`src/rtl/wb_pkg.sv`:
```
// Shared Wishbone definitions.
//   wb_dsz_state_t : wb_downsizer FSM state, also exported on its debug port
//   wb_term_t      : upstream termination code (ACK/ERR/RTY), shared with wb_mux_n
//   wb_lane_ratio  : log2 of the wide/narrow width ratio, used to size beat indices
package wb_pkg;

  typedef enum logic [1:0] {
    ST_IDLE  = 2'd0,
    ST_ISSUE = 2'd1,
    ST_GAP   = 2'd2,
    ST_RESP  = 2'd3
  } wb_dsz_state_t;

  typedef enum logic [1:0] {
    TERM_ACK = 2'd0,
    TERM_ERR = 2'd1,
    TERM_RTY = 2'd2
  } wb_term_t;

  function automatic int wb_lane_ratio(input int wide_w, input int narrow_w);
    return $clog2(wide_w / narrow_w);
  endfunction

endpackage

```
`src/rtl/wb_beat_select.sv`:
```
// Priority encoder over the per-beat byte-select slices.
//   sel       : full wide byte-select vector (RATIO*NS bits)
//   start     : first beat index to consider (may equal RATIO, meaning "none")
//   idx       : lowest beat >= start whose sel slice is nonzero
//   none_left : no such beat exists (idx is then 0)
module wb_beat_select #(
  parameter int RATIO = 16,
  parameter int NS    = 1,
  parameter int KW    = 4
) (
  input  logic [RATIO*NS-1:0] sel,
  input  logic [KW:0]         start,
  output logic [KW-1:0]       idx,
  output logic                none_left
);

  // Scan high to low so the last hit written is the lowest qualifying beat.
  always_comb begin
    idx       = '0;
    none_left = 1'b1;
    for (int i = RATIO - 1; i >= 0; i--) begin
      if ((i >= int'(start)) && (|sel[i*NS +: NS])) begin
        idx       = KW'(i);
        none_left = 1'b0;
      end
    end
  end

endmodule

```
`src/rtl/wb_downsizer.sv`:
```
// Wishbone classic width bridge: one wide transfer becomes a locked burst of
// narrow beats, skipping beats whose byte selects are all zero.
//   clk48, rst_n              : clock, async active-low reset
//   wbm_* (wide, upstream)    : adr/dat/sel/we/stb/cyc in; dat/ack/err/rty out
//   wbs_* (narrow, downstream): adr/dat/sel/we/stb/cyc out; dat/ack/err/rty in
//   dbg_state                 : current FSM state
//
// Handshake: a request is accepted when cyc & stb are seen in IDLE. The
// narrow slave terminates a beat by asserting exactly one of ack/err/rty
// while stb is high (err wins over rty, rty over ack). Upstream sees a single
// one-cycle ack/err/rty pulse per request, unless the master drops cyc first,
// which aborts the burst silently. All outputs decode registered state only.
module wb_downsizer
  import wb_pkg::*;
#(
  parameter int WIDE_W    = 128,
  parameter int NARROW_W  = 8,
  parameter int ADDR_W    = 14,
  parameter int MAX_RETRY = 3
) (
  input  logic                  clk48,
  input  logic                  rst_n,
  input  logic [ADDR_W-1:0]     wbm_adr_i,
  input  logic [WIDE_W-1:0]     wbm_dat_i,
  output logic [WIDE_W-1:0]     wbm_dat_o,
  input  logic [WIDE_W/8-1:0]   wbm_sel_i,
  input  logic                  wbm_we_i,
  input  logic                  wbm_stb_i,
  input  logic                  wbm_cyc_i,
  output logic                  wbm_ack_o,
  output logic                  wbm_err_o,
  output logic                  wbm_rty_o,
  output logic [ADDR_W-1:0]     wbs_adr_o,
  output logic [NARROW_W-1:0]   wbs_dat_o,
  input  logic [NARROW_W-1:0]   wbs_dat_i,
  output logic [NARROW_W/8-1:0] wbs_sel_o,
  output logic                  wbs_we_o,
  output logic                  wbs_stb_o,
  output logic                  wbs_cyc_o,
  input  logic                  wbs_ack_i,
  input  logic                  wbs_err_i,
  input  logic                  wbs_rty_i,
  output wb_dsz_state_t         dbg_state
);

  localparam int RATIO = WIDE_W / NARROW_W;
  localparam int WS    = WIDE_W / 8;
  localparam int NS    = NARROW_W / 8;
  localparam int LR    = wb_lane_ratio(WIDE_W, NARROW_W);
  localparam int KW    = (LR > 0) ? LR : 1;
  // Holds counts up to MAX_RETRY+1 (the attempt that gives up).
  localparam int RW    = $clog2(MAX_RETRY + 2);

  wb_dsz_state_t     state_q;
  wb_term_t          term_q;
  logic [ADDR_W-1:0] base_q;
  logic [WIDE_W-1:0] dat_q;
  logic [WS-1:0]     sel_q;
  logic              we_q;
  logic [KW-1:0]     k_q;
  logic [RW-1:0]     retry_q;
  logic [WIDE_W-1:0] rbuf_q;

  // One encoder serves both lookups: the first beat of a new request (from
  // the live sel in IDLE) and the next beat after k (from the latched sel).
  logic [WS-1:0] bs_sel;
  logic [KW:0]   bs_start;
  logic [KW-1:0] bs_idx;
  logic          bs_none;

  always_comb begin
    if (state_q == ST_IDLE) begin
      bs_sel   = wbm_sel_i;
      bs_start = '0;
    end else begin
      bs_sel   = sel_q;
      bs_start = (KW+1)'(k_q) + (KW+1)'(1);
    end
  end

  wb_beat_select #(
    .RATIO (RATIO),
    .NS    (NS),
    .KW    (KW)
  ) u_beat_select (
    .sel       (bs_sel),
    .start     (bs_start),
    .idx       (bs_idx),
    .none_left (bs_none)
  );

  always_ff @(posedge clk48 or negedge rst_n) begin
    if (!rst_n) begin
      state_q <= ST_IDLE;
      term_q  <= TERM_ACK;
      base_q  <= '0;
      dat_q   <= '0;
      sel_q   <= '0;
      we_q    <= 1'b0;
      k_q     <= '0;
      retry_q <= '0;
      rbuf_q  <= '0;
    end else begin
      case (state_q)
        ST_IDLE: begin
          if (wbm_cyc_i && wbm_stb_i) begin
            base_q  <= wbm_adr_i & ~ADDR_W'(WS - 1);
            dat_q   <= wbm_dat_i;
            sel_q   <= wbm_sel_i;
            we_q    <= wbm_we_i;
            rbuf_q  <= '0;
            retry_q <= '0;
            k_q     <= bs_idx;
            term_q  <= TERM_ACK;
            state_q <= bs_none ? ST_RESP : ST_ISSUE;
          end
        end

        ST_ISSUE: begin
          if (!wbm_cyc_i) begin
            state_q <= ST_IDLE;
          end else if (wbs_err_i) begin
            term_q  <= TERM_ERR;
            state_q <= ST_RESP;
          end else if (wbs_rty_i) begin
            retry_q <= retry_q + RW'(1);
            if (int'(retry_q) < MAX_RETRY) begin
              state_q <= ST_GAP;
            end else begin
              term_q  <= TERM_RTY;
              state_q <= ST_RESP;
            end
          end else if (wbs_ack_i) begin
            if (!we_q) begin
              rbuf_q[k_q*NARROW_W +: NARROW_W] <= wbs_dat_i;
            end
            retry_q <= '0;
            if (bs_none) begin
              term_q  <= TERM_ACK;
              state_q <= ST_RESP;
            end else begin
              k_q <= bs_idx;
            end
          end
        end

        ST_GAP: begin
          state_q <= wbm_cyc_i ? ST_ISSUE : ST_IDLE;
        end

        default: begin
          state_q <= ST_IDLE;
        end
      endcase
    end
  end

  logic busy;
  assign busy = (state_q == ST_ISSUE) || (state_q == ST_GAP);

  // Narrow side is forced to zero outside the burst so stale beat data
  // never appears on the bus while idle or responding.
  assign wbs_cyc_o = busy;
  assign wbs_stb_o = (state_q == ST_ISSUE);
  assign wbs_we_o  = busy & we_q;
  assign wbs_adr_o = busy ? (base_q + ADDR_W'(int'(k_q) * NS)) : '0;
  assign wbs_dat_o = busy ? dat_q[k_q*NARROW_W +: NARROW_W] : '0;
  assign wbs_sel_o = busy ? sel_q[k_q*NS +: NS] : '0;

  assign wbm_ack_o = (state_q == ST_RESP) && (term_q == TERM_ACK);
  assign wbm_err_o = (state_q == ST_RESP) && (term_q == TERM_ERR);
  assign wbm_rty_o = (state_q == ST_RESP) && (term_q == TERM_RTY);
  assign wbm_dat_o = rbuf_q;

  assign dbg_state = state_q;

endmodule

```
`config.mk`:
```
export PLATFORM = sky130hd
export DESIGN_NAME = wb_downsizer
export DESIGN_NICKNAME = d
export VERILOG_FILES = /design/src/rtl/wb_pkg.sv /design/src/rtl/wb_beat_select.sv /design/src/rtl/wb_downsizer.sv
export SDC_FILE = /design/constraint.sdc
export NUM_CORES = 1
export LEC_CHECK = 0
export CAP_MARGIN = 40
export CELL_PAD_IN_SITES_DETAIL_PLACEMENT = 0
export CELL_PAD_IN_SITES_GLOBAL_PLACEMENT = 1
export CORE_MARGIN = 4
export CORE_UTILIZATION = 51
export DETAILED_ROUTE_END_ITERATION = 8
export DONT_BUFFER_PORTS = 1
export GPL_TIMING_DRIVEN = 1
export PLACE_DENSITY_LB_ADDON = 0.1
export SLEW_MARGIN = 20
export SYNTH_ARGS = -nofsm -noshare
export SYNTH_HDL_FRONTEND = slang
export SYNTH_SLANG_ARGS = --single-unit
```
`constraint.sdc`:
```
create_clock -name clk48 -period 3.9 [get_ports clk48]
set_input_delay 0.585 -clock clk48 [delete_from_list [all_inputs] [get_ports clk48]]
set_output_delay 0.585 -clock clk48 [all_outputs]
set_load 0.05 [all_outputs]
```
After elaboration in Yosys (flattened, before gate mapping)
Cells that the tools add are included.
W data, S select, Z words.
{"block": "word_totals", "wordCells": 159, "regBits": 294}
{"block": "classes", "magnitude_cmp": 17, "addsub": 4, "n_shift": 4, "reduce_logical": 30, "mux": 76, "bitwise_logic": 1, "eq_ne": 18}
{"op": "$mux W128", "n": 6}
{"op": "$pmux W128 S2", "n": 1}
{"op": "$bwmux W128", "n": 1}
{"op": "$shift A8 B34 Y128 const A", "n": 1}
{"op": "$shiftx A128 B8 Y8", "n": 1}
{"op": "$shiftx A8 B34 Y128", "n": 1}
{"op": "$mux W4", "n": 22}
{"op": "$ge A4 B5 Y1 const A", "n": 8}
{"op": "$neg A7 Y34", "n": 1}
{"op": "$mux W2", "n": 14}
{"op": "$ge A3 B5 Y1 const A", "n": 4}
{"op": "$logic_and A1 B1 Y1", "n": 20}
{"op": "$mux W1", "n": 19}
{"op": "$mux W16", "n": 1}
{"op": "$shiftx A16 B5 Y1", "n": 1}
{"op": "$mux W3", "n": 5}
{"op": "$add A14 B4 Y14", "n": 1}
{"op": "$mux W14", "n": 1}
{"op": "$reduce_and A7 Y1", "n": 2}
{"op": "$ge A1 B5 Y1 const A", "n": 2}
{"op": "$ge A2 B5 Y1 const A", "n": 2}
{"op": "$ne A2 B2 Y1 const B", "n": 5}
{"op": "$ne A5 B2 Y1 const B", "n": 2}
{"op": "$mux W8", "n": 1}
{"op": "22 further kinds", "n": 28}

Longest topological paths before layout
Gate-level depths: netlist (run 1).
{"block": "logic_depth", "word_depth": 26, "mapped_depth": 13}

Hierarchy
A second synthesis (run 1) with hierarchy kept.
{"block": "unflattened", "hier_cells": 1037, "hier_area_um2": 13864.5}
{"module": "wb_downsizer", "seq_area_each_um2": 7357.1, "instances": 1, "cells_each": 972, "area_per_inst_um2": 13444.1}
{"module": "wb_beat_select", "seq_area_each_um2": 0.0, "instances": 1, "cells_each": 65, "area_per_inst_um2": 420.4}

Least setup slack after synthesis (run 1)
No wires, ideal clock.
{"block": "synth_path", "path_kind": "register -> register", "from": "register k_q[1]", "to": "register state_q[0], in the netlist dbg_state[0]", "arrival_time_ns": 3.322, "stages_incl_launch_ff": 14, "required_ns": 3.775, "slack_ns": 0.452, "cell_sequence": "dfrtp_1 > buf_2 > clkbuf_1 > buf_1 > inv_1 > ha_1 > buf_2 > nand4_1 > o311ai_1 > o21ai_1 > or3b_4 > nor3b_4 > a31oi_1 > mux2_4"}
{"block": "synth_between", "elab_chain_cells": 22, "word_cells_on_any_way": 52, "cone_classes": "add/sub: 1; order compare: 16; eq/ne: 1; mux: 17; reduce/logical: 17"}
{"item": "start: declaration", "line_no": "wb_downsizer.sv:60", "source": "logic [KW-1:0] k_q;"}
{"item": "start signal: assignment", "line_no": "wb_downsizer.sv:113", "source": "k_q <= bs_idx;"}
{"item": "start signal: assignment", "line_no": "wb_downsizer.sv:142", "source": "k_q <= bs_idx;"}
{"item": "$add A4 B1 Y5 *", "line_no": "wb_downsizer.sv:77", "source": "bs_start = (KW+1)'(k_q) + (KW+1)'(1);"}
{"item": "$mux W5 *", "line_no": "wb_downsizer.sv:72", "source": "if (state_q == ST_IDLE) begin"}
{"item": "$ge A4 B5 Y1", "line_no": "wb_beat_select.sv:22", "source": "if ((i >= int'(start)) && (|sel[i*NS +: NS])) begin"}
{"item": "$logic_and A1 B1 Y1", "line_no": "wb_beat_select.sv:22"}
{"item": "$mux W1 (15 in series)", "line_no": "wb_beat_select.sv:22"}
{"item": "$mux W1 *", "line_no": "wb_beat_select.sv:22"}
{"item": "$ne A5 B2 Y1 (no line) *"}
{"item": "$reduce_and A3 Y1 (no line) *"}
{"item": "end signal: assignment", "line_no": "wb_downsizer.sv:115", "source": "state_q <= bs_none ? ST_RESP : ST_ISSUE;"}
{"item": "end signal: assignment", "line_no": "wb_downsizer.sv:148", "source": "state_q <= wbm_cyc_i ? ST_ISSUE : ST_IDLE;"}
{"item": "end: declaration", "line_no": "wb_downsizer.sv:54", "source": "wb_dsz_state_t state_q;"}
Every way passes the cells marked *; elsewhere a longest branch is shown, timed or not.
A chain may end at the register's enable or synchronous reset.

Worst setup path after layout (run 1)
{"block": "layout_path", "from": "register k_q[0]", "to": "output port wbs_dat_o[7]"}
{"block": "layout_between", "elab_chain_cells": 2}
{"item": "$shiftx A128 B8 Y8", "line_no": "wb_downsizer.sv:167", "source": "assign wbs_dat_o = busy ? dat_q[k_q*NARROW_W +: NARROW_W] : '0;"}
{"item": "$mux W8", "line_no": "wb_downsizer.sv:167"}
{"item": "end: declaration", "line_no": "wb_downsizer.sv:34", "source": "output logic [NARROW_W-1:0] wbs_dat_o,"}
No other way between the ends.

==> impl_metrics.py, run 1 <==
metrics = {
    "grt": {
        "gr-usage-all-layers": 0.245,
        "grt_pass1_wl_um": 55800,
        "grt_max_degree": 295,
        "grt_pass1_vias": 9025,
        "grt_antenna_before_repair": 19,
        "overflow": 0,
    },
    "setup_path": {
        "cp-start-kind": "flop",
        "critPathKind": "flop to output pin",
        "worstReg2RegEnd": "wbm_dat_o[25]",
        "crit_buf_inv": 1,
        "crit_slowest_cell": "mux4_2",
        "cpMostUsedCell": "mux4_2",
        "end_kind": "output pin",
        "r2r_cells": 8,
        "worst_ep_required_time_ns": 3.31,
        "slowest_delay_ns": 0.66,
        "crit_fanout": 27,
        "r2r_setup_slack_ns": 0.52,
        "path_cells": "buf_4, mux4_2, mux4_2, and2_1",
        "cp.arrival_ns": 2.91,
        "critPathTopFamily": "multiplexers",
        "r2r_start": "dbg_state[1]",
    },
    "floorplan": {
        "dieArea_sq_mm": 0.0293,
        "start_util": 0.519,
        "core_sq_mm": 0.0261,
        "die_h_um": 171,
        "die_x_um": 171,
        "fp-row-count": 59,
        "ios": 333,
    },
    "final_layout": {
        "fin_area_sq_mm": 0.0149,
        "area_growth_pct": 9.88,
        "fin_nets": 1223,
        "fill_cells": 2226,
        "layout-drive-gt1-share": 0.276,
        "seq_area_sq_mm": 0.00736,
        "multi_input_area_sq_mm": 0.00588,
    },
    "outcome": {
        "violations": "negative hold slack",
        "outcome": "complete, but fails checks",
    },
    "synthesis": {
        "synth_edf_count": 0,
        "yosysMostFrequentCell": "dfrtp_1",
        "ys.flop_type": "dfrtp_1",
        "netlist_top_cells_area": "dfrtp_1, mux2_2, mux4_2",
        "yosys_warnings": 0,
        "synthTopCellsByCount": "dfrtp_1, mux2_2, a22o_1, nand2_1, o21ai_0",
        "synth_seq_cells": 294,
        "syn_area_per_cell_sq_um": 13.0,
        "synth_top_area_frac": 0.542,
        "yosysTopAreaCell": "dfrtp_1",
        "yosysSeqAreaShare": 0.542,
        "synth_cells": 1044,
        "post_synth_num_cell_types": 64,
        "postSynth.asyncResetShare": 1.00,
        "syn_nets": 1229,
        "syn_area_sq_mm": 0.0136,
    },
    "placement": {
        "gp_congestion": 0.834,
        "place.port_buffers": 0,
        "place_area_sq_mm": 0.0139,
        "hpwlAfterDp_um": 25400,
    },
    "power_and_ir_drop": {
        "power.density_mw_per_mm2": 899,
        "p_leak_nw": 6.56,
        "ir_drop_mv": 0.706,
    },
    "sta": {
        "fin_crit_sh": 0.895,
        "finalClockSkew_ns": 0.0102,
        "slew_violations": 0,
        "min_period_ns": 3.49,
        "setup_viol": 0,
        "tns_ns": 0,
        "rsz0062_at_grt": "no",
        "max_freq_ghz": 0.286,
        "hold_violations": 294,
        "timing.slew.headroom": 0.436,
        "worst_slew_pin_slew_ns": 0.842,
        "hold_slack_ns": -0.276,
    },
    "clock_tree": {
        "cts_tree": "yes",
        "path_clk_slew_ns": 0.07,
        "clockBufferDepth": 3,
        "numCtsBuffers": 31,
        "clock_latency_ns": 0.56,
        "htree_levels": 1,
        "cts-root-buf": "clkbuf_16",
        "cts_resized": 0,
        "cts_setup_buffers": 0,
        "cts_sinks": 294,
    },
    "min_path": {
        "holdCritPathClass": "primary input to async pin",
    },
    "detailed_routing": {
        "totalWireLength_um": 36500,
        "drc": 0,
        "drt_first_pass_iters": 7,
        "drt-initial-drc-count": 573,
        "num_vias": 8791,
        "viasPerCell": 6.27,
        "detail-route-antenna-nets": 0,
        "wl_per_cell_um": 26.0,
    },
    "run": {
        "cap_viol_max_count": 0,
    },
}
-- cells by family (layout without fill, tap and decap cells) --
family | Yosys count | in the layout | synth area share
muxes | 212 | 212 | 0.213
xor gates and xnor gates | 2 | 2 | 0.00129
other | 0 | 5 | 0
AOI/OAI and AO/OA | 234 | 234 | 0.132
DFF | 294 | 294 | 0.542
adders and majority gates | 11 | 11 | 0.0101
buffers and inverters | 81 | 98 | 0.0259
and+or+nand+nor | 210 | 210 | 0.0756
-- layer usage --
| metal | wire length [um] | track usage | up-vias |
|---|---|---|---|
| li1 | - | - | 3866 |
| met1 | 15200 | 0.336 | 4501 |
| met2 | 17200 | 0.381 | 316 |
| met3 | 3260 | 0.0885 | 80 |
| met4 | 671 | 0.0548 | 28 |
| met5 | 182 | 0 | - |
-- power by group --
part / internal, mW / switching [mW] / leakage [nW]
sequential: 4.03 / 1.00 / 3.75
combinational: 2.42 / 3.17 / 2.33
clock: 1.57 / 1.20 / 0.477
-- state kept, by name, summed over array words and instances (netlist names) --
signal	flops
we_q	1
retry_q	3
dbg_state	2
k_q	4
wbm_dat_o	128
base_q	10
dat_q	128
term_q	2
sel_q	16
-- cell usage in the layout, fill, tap and decap left out, drive strengths merged, types with 13 or more instances in the layout --
master	instances
nor2	29
and2	30
o21ai	51
nand2	98
mux4	45
dfrtp	294
buf	22
a21o	13
inv	21
clkbuf	44
a22o	114
mux2	159
-- how the worst max path moves through the flow --
stage | from | end | cells past startpoint
final | k_q[0] | wbs_dat_o[7] | 4
after global placement | dbg_state[0] | wbm_dat_o[41] | 8
after global routing | dbg_state[1] | wbm_dat_o[31] | 8
after detailed placement | dbg_state[1] | wbm_dat_o[30] | 8
after floorplan | k_q[1] | dbg_state[0] | 13
after CTS | k_q[0] | wbs_dat_o[7] | 4
-- final cells by class --
cell class / instances / share of cell area
clock buffers: 44 / 0.0593
clock inverters: 12 / 0.00470
repair buffers: 22 / 0.0134
diodes: 5 / 0.000839
multi-input cells: 669 / 0.395
inverters: 20 / 0.00504
flip-flops and latches: 294 / 0.494
well taps: 335 / 0.0281
-- metrics by stage --
step | worst slack (ns) | total power, mW | std cells | util
finish | 0.409 | 13.4 | 1401 | 0.570
global route | 0.263 | 14.2 | 1401 | 0.570
CTS | 0.353 | 13.5 | 1395 | 0.569
detailed placement | 0.593 | 10.7 | 1339 | 0.533
global placement | 0.643 | 10.6 | 1337 | 0.532
floorplan | 0.452 | 9.43 | 1044 | -
(Power assumes the default switching activity.)
==> run 2: changes to the inputs <==
CTS_CLUSTER_DIAMETER = 200   (was default)
==> results of run 2 <==
Final layout, timing and power as in run 1 (identical DEF).
==> run 3: changes to the inputs <==
CELL_PAD_IN_SITES_GLOBAL_PLACEMENT = 2   (was 1)
CORE_UTILIZATION = 42   (was 51)
clock period = 3.61 ns   (was 3.9 ns; I/O delays follow)
==> run 3 against run 2 <==
Net effect: the run still ends with negative hold slack left; sequential share of layout area fell by 0.87 points; count of clock-buffer cells in the layout rose by 12; combinational power rose by 9.3%; via count fell by 0.59%; non-clock buffer count rose by 2; highest routed layer unchanged; utilization fell by 9.2 points; final cell count rose by 5.2%; critical path type unchanged; setup slack got worse by 0.11 ns; die area rose by 20%; largest power group unchanged.
==> impl_metrics.py, run 3 (synthesis gave the netlist of run 1 again) <==
metrics = {
    "outcome": {
        "outcome": "complete, but fails checks",
        "violations": "negative hold slack",
    },
    "floorplan": {
        "ios": 333,
        "core_sq_mm": 0.0317,
        "start_util": 0.428,
        "die_x_um": 188,
        "die_h_um": 188,
        "dieArea_sq_mm": 0.0352,
        "fp-row-count": 65,
    },
    "sta": {
        "hold_slack_ns": -0.264,
        "min_period_ns": 3.31,
        "timing.slew.headroom": 0.241,
        "finalWorstSetupSlack_ns": 0.299,
        "tns_ns": 0,
        "max_freq_ghz": 0.302,
        "finalClockSkew_ns": 0.0113,
        "slew_violations": 0,
        "hold_violations": 294,
        "worst_slew_pin_slew_ns": 1.14,
        "fin_crit_sh": 0.917,
        "rsz0062_at_grt": "no",
        "setup_viol": 0,
    },
    "setup_path": {
        "cpMostUsedCell": "mux4_2",
        "end_kind": "output pin",
        "crit_slowest_cell": "mux4_2",
        "crit_fanout": 43,
        "critPathTopFamily": "multiplexers",
        "path_cells": "buf_12, mux4_2, mux4_2, and2_1",
        "r2r_start": "k_q[1]",
        "r2r_cells": 10,
        "cp.arrival_ns": 2.77,
        "worst_ep_required_time_ns": 3.07,
        "startpoint": "k_q[0]",
        "slowest_delay_ns": 0.60,
        "r2r_setup_slack_ns": 0.45,
        "worstReg2RegEnd": "dbg_state[0]",
        "critPathKind": "flop to output pin",
        "cp-start-kind": "flop",
        "crit_buf_inv": 1,
    },
    "final_layout": {
        "area_growth_pct": 11.8,
        "mostFrequentLayoutCell": "dfrtp_1",
        "layout-drive-gt1-share": 0.277,
        "fin_util": 0.478,
        "final_cell_mix": "dfrtp_1, mux2_2, a22o_1",
        "fin_area_sq_mm": 0.0152,
        "fill_cells": 2885,
        "fin_nets": 1228,
        "finalNonFillerCells": 1474,
    },
    "clock_tree": {
        "cts_tree": "yes",
        "numCtsBuffers": 34,
        "clockBufferDepth": 3,
        "cts-root-buf": "clkbuf_16",
        "cts_resized": 0,
        "htree_levels": 2,
        "path_clk_slew_ns": 0.05,
        "clock_latency_ns": 0.51,
        "cts_sinks": 294,
        "cts_setup_buffers": 0,
    },
    "power_and_ir_drop": {
        "power.total_mw": 14.9,
        "ir_drop_mv": 0.592,
        "power.density_mw_per_mm2": 985,
        "p_leak_nw": 6.64,
    },
    "grt": {
        "overflow": 0,
        "gr-usage-all-layers": 0.218,
        "grt_antenna_before_repair": 24,
        "grt_max_degree": 295,
        "grt_pass1_vias": 9174,
        "grt_pass1_wl_um": 59900,
    },
    "placement": {
        "place_area_sq_mm": 0.0141,
        "placed_cells": 1409,
        "post-place-ws_ns": 0.453,
        "place.port_buffers": 0,
        "hpwlAfterDp_um": 27200,
        "gp_congestion": 0.842,
    },
    "detailed_routing": {
        "wl_per_cell_um": 26.6,
        "viasPerCell": 5.93,
        "detail-route-antenna-nets": 0,
        "num_vias": 8739,
        "drc": 0,
        "drt_first_pass_iters": 4,
        "totalWireLength_um": 39200,
        "drt-initial-drc-count": 450,
    },
    "min_path": {
        "holdCritPathClass": "primary input to async pin",
    },
    "run": {
        "cap_viol_max_count": 0,
    },
}
[run 3: per-layer routing]
layer	share of wire	track usage
met5	0.0060	0
met2	0.48	0.351
met4	0.016	0.0491
met3	0.084	0.0847
met1	0.41	0.282
[run 3: worst max path at each step]
stage | endpoint | slack (ns) | cells after the start
floorplan | dbg_state[0] | 0.16 | 13
global route | wbs_dat_o[3] | 0.19 | 4
detailed placement | dbg_state[0] | 0.45 | 10
finish | wbs_dat_o[3] | 0.30 | 4
CTS | wbs_dat_o[3] | 0.23 | 4
global placement | dbg_state[0] | 0.50 | 10
[run 3: power breakdown]
part           switching, mW  internal, mW
combinational           3.42          2.69
clock                   1.36          1.99
sequential              1.12          4.36
[run 3: final cells by class]
class | count | area, sq um | area share
antenna | 4 | 10.0 | 0.000660
clock buffer | 56 | 1040 | 0.0688
clock inverter | 5 | 53.8 | 0.00355
inverter | 20 | 75.1 | 0.00495
multi-input combinational | 669 | 5880 | 0.388
sequential | 294 | 7360 | 0.485
tap | 402 | 503 | 0.0331
timing repair buffer | 24 | 243 | 0.0160
